[src/rtl/fetch_mem_unit.sv]
`default_nettype none
// ============================================================================
// Module   : fetch_mem_unit
// Purpose  : Program counter, instruction register (IR) and memory data
//            register (MDR) of a multi-cycle RISC-V core. Executes the control
//            unit's per-state memory and PC-write strobes against a
//            variable-latency req/ready memory and stalls the control unit
//            until each access has completed.
// Ports    : clk, reset               - clock, synchronous active-high reset
//            mem_read/mem_write       - access strobes from control
//            i_or_d                   - 0: address = pc, 1: address = alu_out
//            IR_write                 - completed instruction read loads IR
//            PC_write                 - unconditional PC update
//            PC_write_not_cond        - PC update gated by alu_bcond
//            PC_source                - next PC: 0 alu_result, 1 alu_out
//            alu_result/alu_out       - ALU combinational/registered result
//            alu_bcond, store_data    - branch condition, store data
//            mem_req/we/addr/wdata    - registered memory request
//            mem_rdata/mem_ready      - memory response
//            stall                    - control unit must hold its state
//            pc, inst, part_of_inst   - PC, IR, IR opcode field
//            mdr                      - last data-read result
// Revision : 1.0 - initial release
// ============================================================================
module fetch_mem_unit #(
    parameter logic [31:0] RESET_PC = 32'h0000_0000
) (
    input  logic        clk,
    input  logic        reset,
    input  logic        mem_read,
    input  logic        mem_write,
    input  logic        i_or_d,
    input  logic        IR_write,
    input  logic        PC_write,
    input  logic        PC_write_not_cond,
    input  logic        PC_source,
    input  logic [31:0] alu_result,
    input  logic [31:0] alu_out,
    input  logic        alu_bcond,
    input  logic [31:0] store_data,
    output logic        mem_req,
    output logic        mem_we,
    output logic [31:0] mem_addr,
    output logic [31:0] mem_wdata,
    input  logic [31:0] mem_rdata,
    input  logic        mem_ready,
    output logic        stall,
    output logic [31:0] pc,
    output logic [31:0] inst,
    output logic [6:0]  part_of_inst,
    output logic [31:0] mdr
);

    typedef enum logic [1:0] {
        ST_IDLE     = 2'd0,
        ST_BUSY     = 2'd1,
        ST_COMPLETE = 2'd2
    } state_t;

    state_t      state_q, state_d;
    logic [31:0] pc_q, pc_d;
    logic [31:0] inst_q, inst_d;
    logic [31:0] mdr_q, mdr_d;
    logic        mem_req_q, mem_req_d;
    logic        mem_we_q, mem_we_d;
    logic [31:0] mem_addr_q, mem_addr_d;
    logic [31:0] mem_wdata_q, mem_wdata_d;
    // Attributes of the access in flight, captured with the request so the
    // response is routed by what was asked for, not by later strobe values.
    logic        acc_read_q, acc_read_d;
    logic        acc_data_q, acc_data_d;
    logic        acc_irw_q, acc_irw_d;

    logic        access_req;
    logic        stall_w;

    always_comb begin
        state_d     = state_q;
        pc_d        = pc_q;
        inst_d      = inst_q;
        mdr_d       = mdr_q;
        mem_req_d   = mem_req_q;
        mem_we_d    = mem_we_q;
        mem_addr_d  = mem_addr_q;
        mem_wdata_d = mem_wdata_q;
        acc_read_d  = acc_read_q;
        acc_data_d  = acc_data_q;
        acc_irw_d   = acc_irw_q;

        access_req = mem_read | mem_write;

        // Stall covers the request cycle and every BUSY cycle; COMPLETE is the
        // cycle in which the control unit is allowed to advance.
        stall_w = 1'b0;
        if (state_q == ST_BUSY) begin
            stall_w = 1'b1;
        end else if (state_q == ST_IDLE && access_req) begin
            stall_w = 1'b1;
        end

        case (state_q)
            ST_IDLE: begin
                if (access_req) begin
                    mem_addr_d  = i_or_d ? alu_out : pc_q;
                    // A simultaneous read and write is treated as a read.
                    mem_we_d    = mem_write & ~mem_read;
                    mem_wdata_d = store_data;
                    mem_req_d   = 1'b1;
                    acc_read_d  = mem_read;
                    acc_data_d  = i_or_d;
                    acc_irw_d   = IR_write;
                    state_d     = ST_BUSY;
                end
            end
            ST_BUSY: begin
                if (mem_ready) begin
                    mem_req_d = 1'b0;
                    state_d   = ST_COMPLETE;
                    if (acc_read_q) begin
                        if (acc_data_q) begin
                            mdr_d = mem_rdata;
                        end else if (acc_irw_q) begin
                            inst_d = mem_rdata;
                        end
                    end
                end
            end
            ST_COMPLETE: begin
                state_d = ST_IDLE;
            end
            default: begin
                state_d   = ST_IDLE;
                mem_req_d = 1'b0;
            end
        endcase

        // PC only moves in a non-stalled cycle, so an instruction address is
        // never changed underneath an access being issued.
        if (!stall_w && (PC_write || (PC_write_not_cond && alu_bcond))) begin
            pc_d = PC_source ? alu_out : alu_result;
        end
    end

    always_ff @(posedge clk) begin
        if (reset) begin
            state_q     <= ST_IDLE;
            pc_q        <= RESET_PC;
            inst_q      <= 32'h0;
            mdr_q       <= 32'h0;
            mem_req_q   <= 1'b0;
            mem_we_q    <= 1'b0;
            mem_addr_q  <= 32'h0;
            mem_wdata_q <= 32'h0;
            acc_read_q  <= 1'b0;
            acc_data_q  <= 1'b0;
            acc_irw_q   <= 1'b0;
        end else begin
            state_q     <= state_d;
            pc_q        <= pc_d;
            inst_q      <= inst_d;
            mdr_q       <= mdr_d;
            mem_req_q   <= mem_req_d;
            mem_we_q    <= mem_we_d;
            mem_addr_q  <= mem_addr_d;
            mem_wdata_q <= mem_wdata_d;
            acc_read_q  <= acc_read_d;
            acc_data_q  <= acc_data_d;
            acc_irw_q   <= acc_irw_d;
        end
    end

    assign mem_req      = mem_req_q;
    assign mem_we       = mem_we_q;
    assign mem_addr     = mem_addr_q;
    assign mem_wdata    = mem_wdata_q;
    assign stall        = stall_w;
    assign pc           = pc_q;
    assign inst         = inst_q;
    assign part_of_inst = inst_q[6:0];
    assign mdr          = mdr_q;

endmodule
`default_nettype wire

[config.mk]
export PLATFORM = sky130hd
export DESIGN_NAME = fetch_mem_unit
export DESIGN_NICKNAME = d
export VERILOG_FILES = /design/src/rtl/fetch_mem_unit.sv
export SDC_FILE = /design/constraint.sdc
export NUM_CORES = 1
export LEC_CHECK = 0
export BUFFER_PORTS_ARGS = -buffer_cell sky130_fd_sc_hd__buf_4
export CELL_PAD_IN_SITES_DETAIL_PLACEMENT = 0
export CELL_PAD_IN_SITES_GLOBAL_PLACEMENT = 1
export CORE_ASPECT_RATIO = 0.7
export CORE_MARGIN = 3
export CORE_UTILIZATION = 37
export CTS_BUF_LIST = sky130_fd_sc_hd__clkbuf_16
export DETAILED_ROUTE_END_ITERATION = 10
export PLACE_DENSITY = 0.82
export SKIP_LAST_GASP = 1
export SLEW_MARGIN = 25
export SYNTH_ARGS = -nofsm -noshare
export SYNTH_HDL_FRONTEND = slang
export SYNTH_SLANG_ARGS = --single-unit
export TNS_END_PERCENT = 1
[constraint.sdc]
create_clock -name clk -period 3.45 [get_ports clk]
set_input_delay 0.5175 -clock clk [delete_from_list [all_inputs] [get_ports clk]]
set_output_delay 0.5175 -clock clk [all_outputs]
set_load 0.01 [all_outputs]
* Word level (Yosys, flattened, before mapping)
Index checks and enable logic that the tools add are counted.
Word-level totals: register bits 167, output and inout port bits 170
Cells by class: bitwise operators 5, equality and inequality tests 4, reduce and logical (&&, ||, !) cells 11, multiplexer cells 10
Operator list (count):
- 2-to-1 mux 32 bit | 2
- AND reduction 5 bit | 1
- 2-to-1 mux 1 bit | 4
- 2-to-1 mux 2 bit | 2
- inequality test 2 bit (second input constant) | 2
- one-hot mux 2 bit (2 select lines) | 1
- AND reduction 2 bit | 2
- AND reduction 4 bit | 1
- logical AND 1 bit | 3
- inverter 1 bit | 3
- one-hot mux 1 bit (3 select lines) | 1
- AND reduction 3 bit | 1
- equality test 2 x 1 -> 1 bit (second input constant) | 1
- equality test 2 bit (second input constant) | 1
- zero test 2 bit | 1
- bitwise AND 1 bit | 1
- zero test 1 bit | 1
- logical OR 1 bit | 1
- OR 1 bit | 1

* Logic depth before layout (Yosys ltp)
depth after elaboration 6, depth in mapped cells 6, depth with buffers taken out 3

* Worst setup path after synthesis
Ideal clock, no wire load.
path type input -> output, from input mem_read, to output stall, slack 1.523 ns, data arrival time 1.410 ns, cell stages on the path 4, buffers on the path 2, path through or3_1 > buf_2 > clkbuf_1 > and2_1
On the way: longest elaborated chain between the ends 4
Ends and longest elaborated chain:
- start: declaration | RTL line 30 | input logic mem_read,
- OR 1 bit | RTL line 90 | access_req = mem_read | mem_write;
- logical AND 1 bit | RTL line 97 | end else if (state_q == ST_IDLE && access_req) begin
- 2-to-1 mux 1 bit | RTL line 97
- 2-to-1 mux 1 bit | RTL line 95 | if (state_q == ST_BUSY) begin
- end: declaration | RTL line 47 | output logic stall,
Every way passes these cells.

* Worst setup path in the final report
from register state_q[1], to output stall
On the way: longest elaborated chain between the ends 4
Ends and longest elaborated chain:
- start: declaration | RTL line 60 | state_t state_q, state_d;
- start signal: assignment | RTL line 158 | state_q <= state_d;
- zero test 2 bit | RTL line 97
- logical AND 1 bit | RTL line 97
- 2-to-1 mux 1 bit | RTL line 97
- 2-to-1 mux 1 bit (*) | RTL line 95
Mark *: on every way between the ends. The rest lies on a longest branch, timed or not.

==> metrics.txt <==
status finished, final reports clean; minimum clock period 2424 ps; Worst slew margin 36.14%; Layout area overhead 40.63%; Critical Path Start Type flop; Max Fclk 412.6 MHz; Least-Margin Pin Slew 956.9 ps; Pre-antenna DRT Iters 5; #FFs+latches synth 167; P per Cell Area 478.9 nW/um2; clock sinks 167; CP Class flop to output pin; top_reg_cell synth dfxtp_1; Critical Path Sink Type output pin; H-tree depth 4; layout cell share with drive strength beyond 1 39.79%; final WL 24.30 mm; CTS tree yes; Netlist cell types 31; commonest non-fill, non-tap cell in the layout buf_4; maximum vdd drop 0.2271 mV; Worst-path clk slew 70 ps; Hold-fix buffers, CTS 0; DRT iter0 DRCs 515; clk buf depth 2; post-DR wirelength/cell 18.24 um; gpl congestion 0.7605; core area 19080 um2; Pleak 4.152 nW; sequential fraction of the synthesis area 46.05%; Port Buffers 308; utilization after layout 53.53%; number of inserted diodes 0; Synthesis Warnings 0; Hold WC Path Type input pin to flop; final hold vios 0; Num CTS Buffers 17; Cells after Synth 814; hpwl dp 16.24 mm; syn nets 953; pin count of the biggest net entering global routing 78; crit path DAT 1910 ps; vias in the first global route 6604; total gr overflow 0; IO Count 309; vias 7012; Critical Path RT 2930 ps; RSZ-0062 raised after global routing no; Tcrit/Tclk final 70.25%; die width 173.4 um; final hold slack 350.8 ps; Slew Limit Fails 0; worst skew pair latency 430 ps; clk root buf clkbuf_16; # DRC 0; Die Area 21370 um2; setup TNS 0 ps; Final Setup Violations 0; commonest cells after routing, fill and taps aside buf_4, dfxtp_1, a21oi_1, nand3_1, o21ai_0; number of routed nets with antenna violations 0; Initial Utilization 38.06%; total of max-cap violations 0; PostCTS Resize Cnt 0; number of synthesized flops with an enable pin 0; Via density 5.264; number of core rows 42; Syn Area/Cell 8.920 um2; initial antenna violation count 0; FFs w/ async S/R, synth 0%; Layout Skew 12.97 ps; fin nets 1194; Die Height 123.2 um; # Post-CTS Setup Buffers 0; first-pass GRT wire length 36.96 mm; GRT Util Overall 21.45%; CP max FO 15; Post-Syn Area 7261 um2
==> critical path, cell delays in order, from the launching register on <==
cell	delay, ps
dfxtp_1	480
clkinv_1	470
and2_1	370
buf_4	170
==> power by group <==
| part | internal (mW) | leakage [nW] | switching, mW |
|---|---|---|---|
| Combinational | 0.400 | 2.51 | 0.460 |
| Sequential | 2.04 | 1.36 | 0.0738 |
| Clock | 1.03 | 0.278 | 0.889 |
==> routing by layer <==
| metal | track usage [%] | routed length [um] |
|---|---|---|
| met1 | 29.30 | 11190 |
| met2 | 33.51 | 11080 |
| met3 | 5.832 | 1558 |
| met4 | 6.174 | 470 |
| met5 | 0 | 0 |
==> logic make-up (layout without fill, tap and decap cells) <==
group | after synthesis | in the layout | synth area share, %
flip-flops | 167 | 167 | 46.05
AO/OA/AOI/OAI | 332 | 332 | 28.43
buffers and inverters | 136 | 390 | 7.944
multiplexers | 64 | 64 | 9.375
AND/OR/NAND/NOR | 115 | 115 | 8.203
==> through the flow <==
stage / instance area (um2) / instances / worst slack (ps) / total power [mW]
6_report: 10210 / 1332 / 1026 / 4.890
3_3_place_gp: 9619 / 1300 / 1217 / 3.013
5_1_grt: 10210 / 1332 / 927.6 / 5.071
4_1_cts: 10210 / 1332 / 1013 / 4.937
2_1_floorplan: 7261 / 814 / 1523 / 2.591
3_5_place_dp: 9619 / 1300 / 1214 / 3.023
==> Yosys cell counts, drive strengths merged, types with 2 or more instances <==
master	number	area share [%]
mux2i	32	4.4
nor3b	2	0.21
a21oi	135	9.3
nand3	98	6.8
mux2	32	5.0
dfxtp	167	46
o21ai	99	6.8
or2	2	0.17
clkbuf	69	3.6
inv	34	1.8
a211oi	96	12
buf	32	2.6
nor2	4	0.21
==> state kept, by name (all words and copies together) (netlist names) <==
name / count
inst: 32
mdr: 32
mem_addr: 32
mem_wdata: 32
pc: 32
state_q: 2
acc_data_q: 1
acc_irw_q: 1
acc_read_q: 1
mem_req: 1
mem_we: 1
==> final cells by class <==
class,instances,area [um2]
Clock buffer,17,425.4
Clock inverter,15,166.4
Fill cell,1816,8865
Inverter,35,131.4
Multi-Input combinational cell,511,3361
Sequential cell,167,3343
Tap cell,264,330.3
Timing Repair Buffer,323,2454
==> final timing paths <==
check	from	end	slack (ps)	cells after the start
worst max register to register	state_q[1]	pc[2]	1590	3
worst min register to register	mdr[28]	mdr[28]	470	2
worst min-delay path	store_data[26]	mem_wdata[26]	350	3
worst max-delay path	state_q[1]	stall	1030	3
Power figures use the tool's default switching activity.
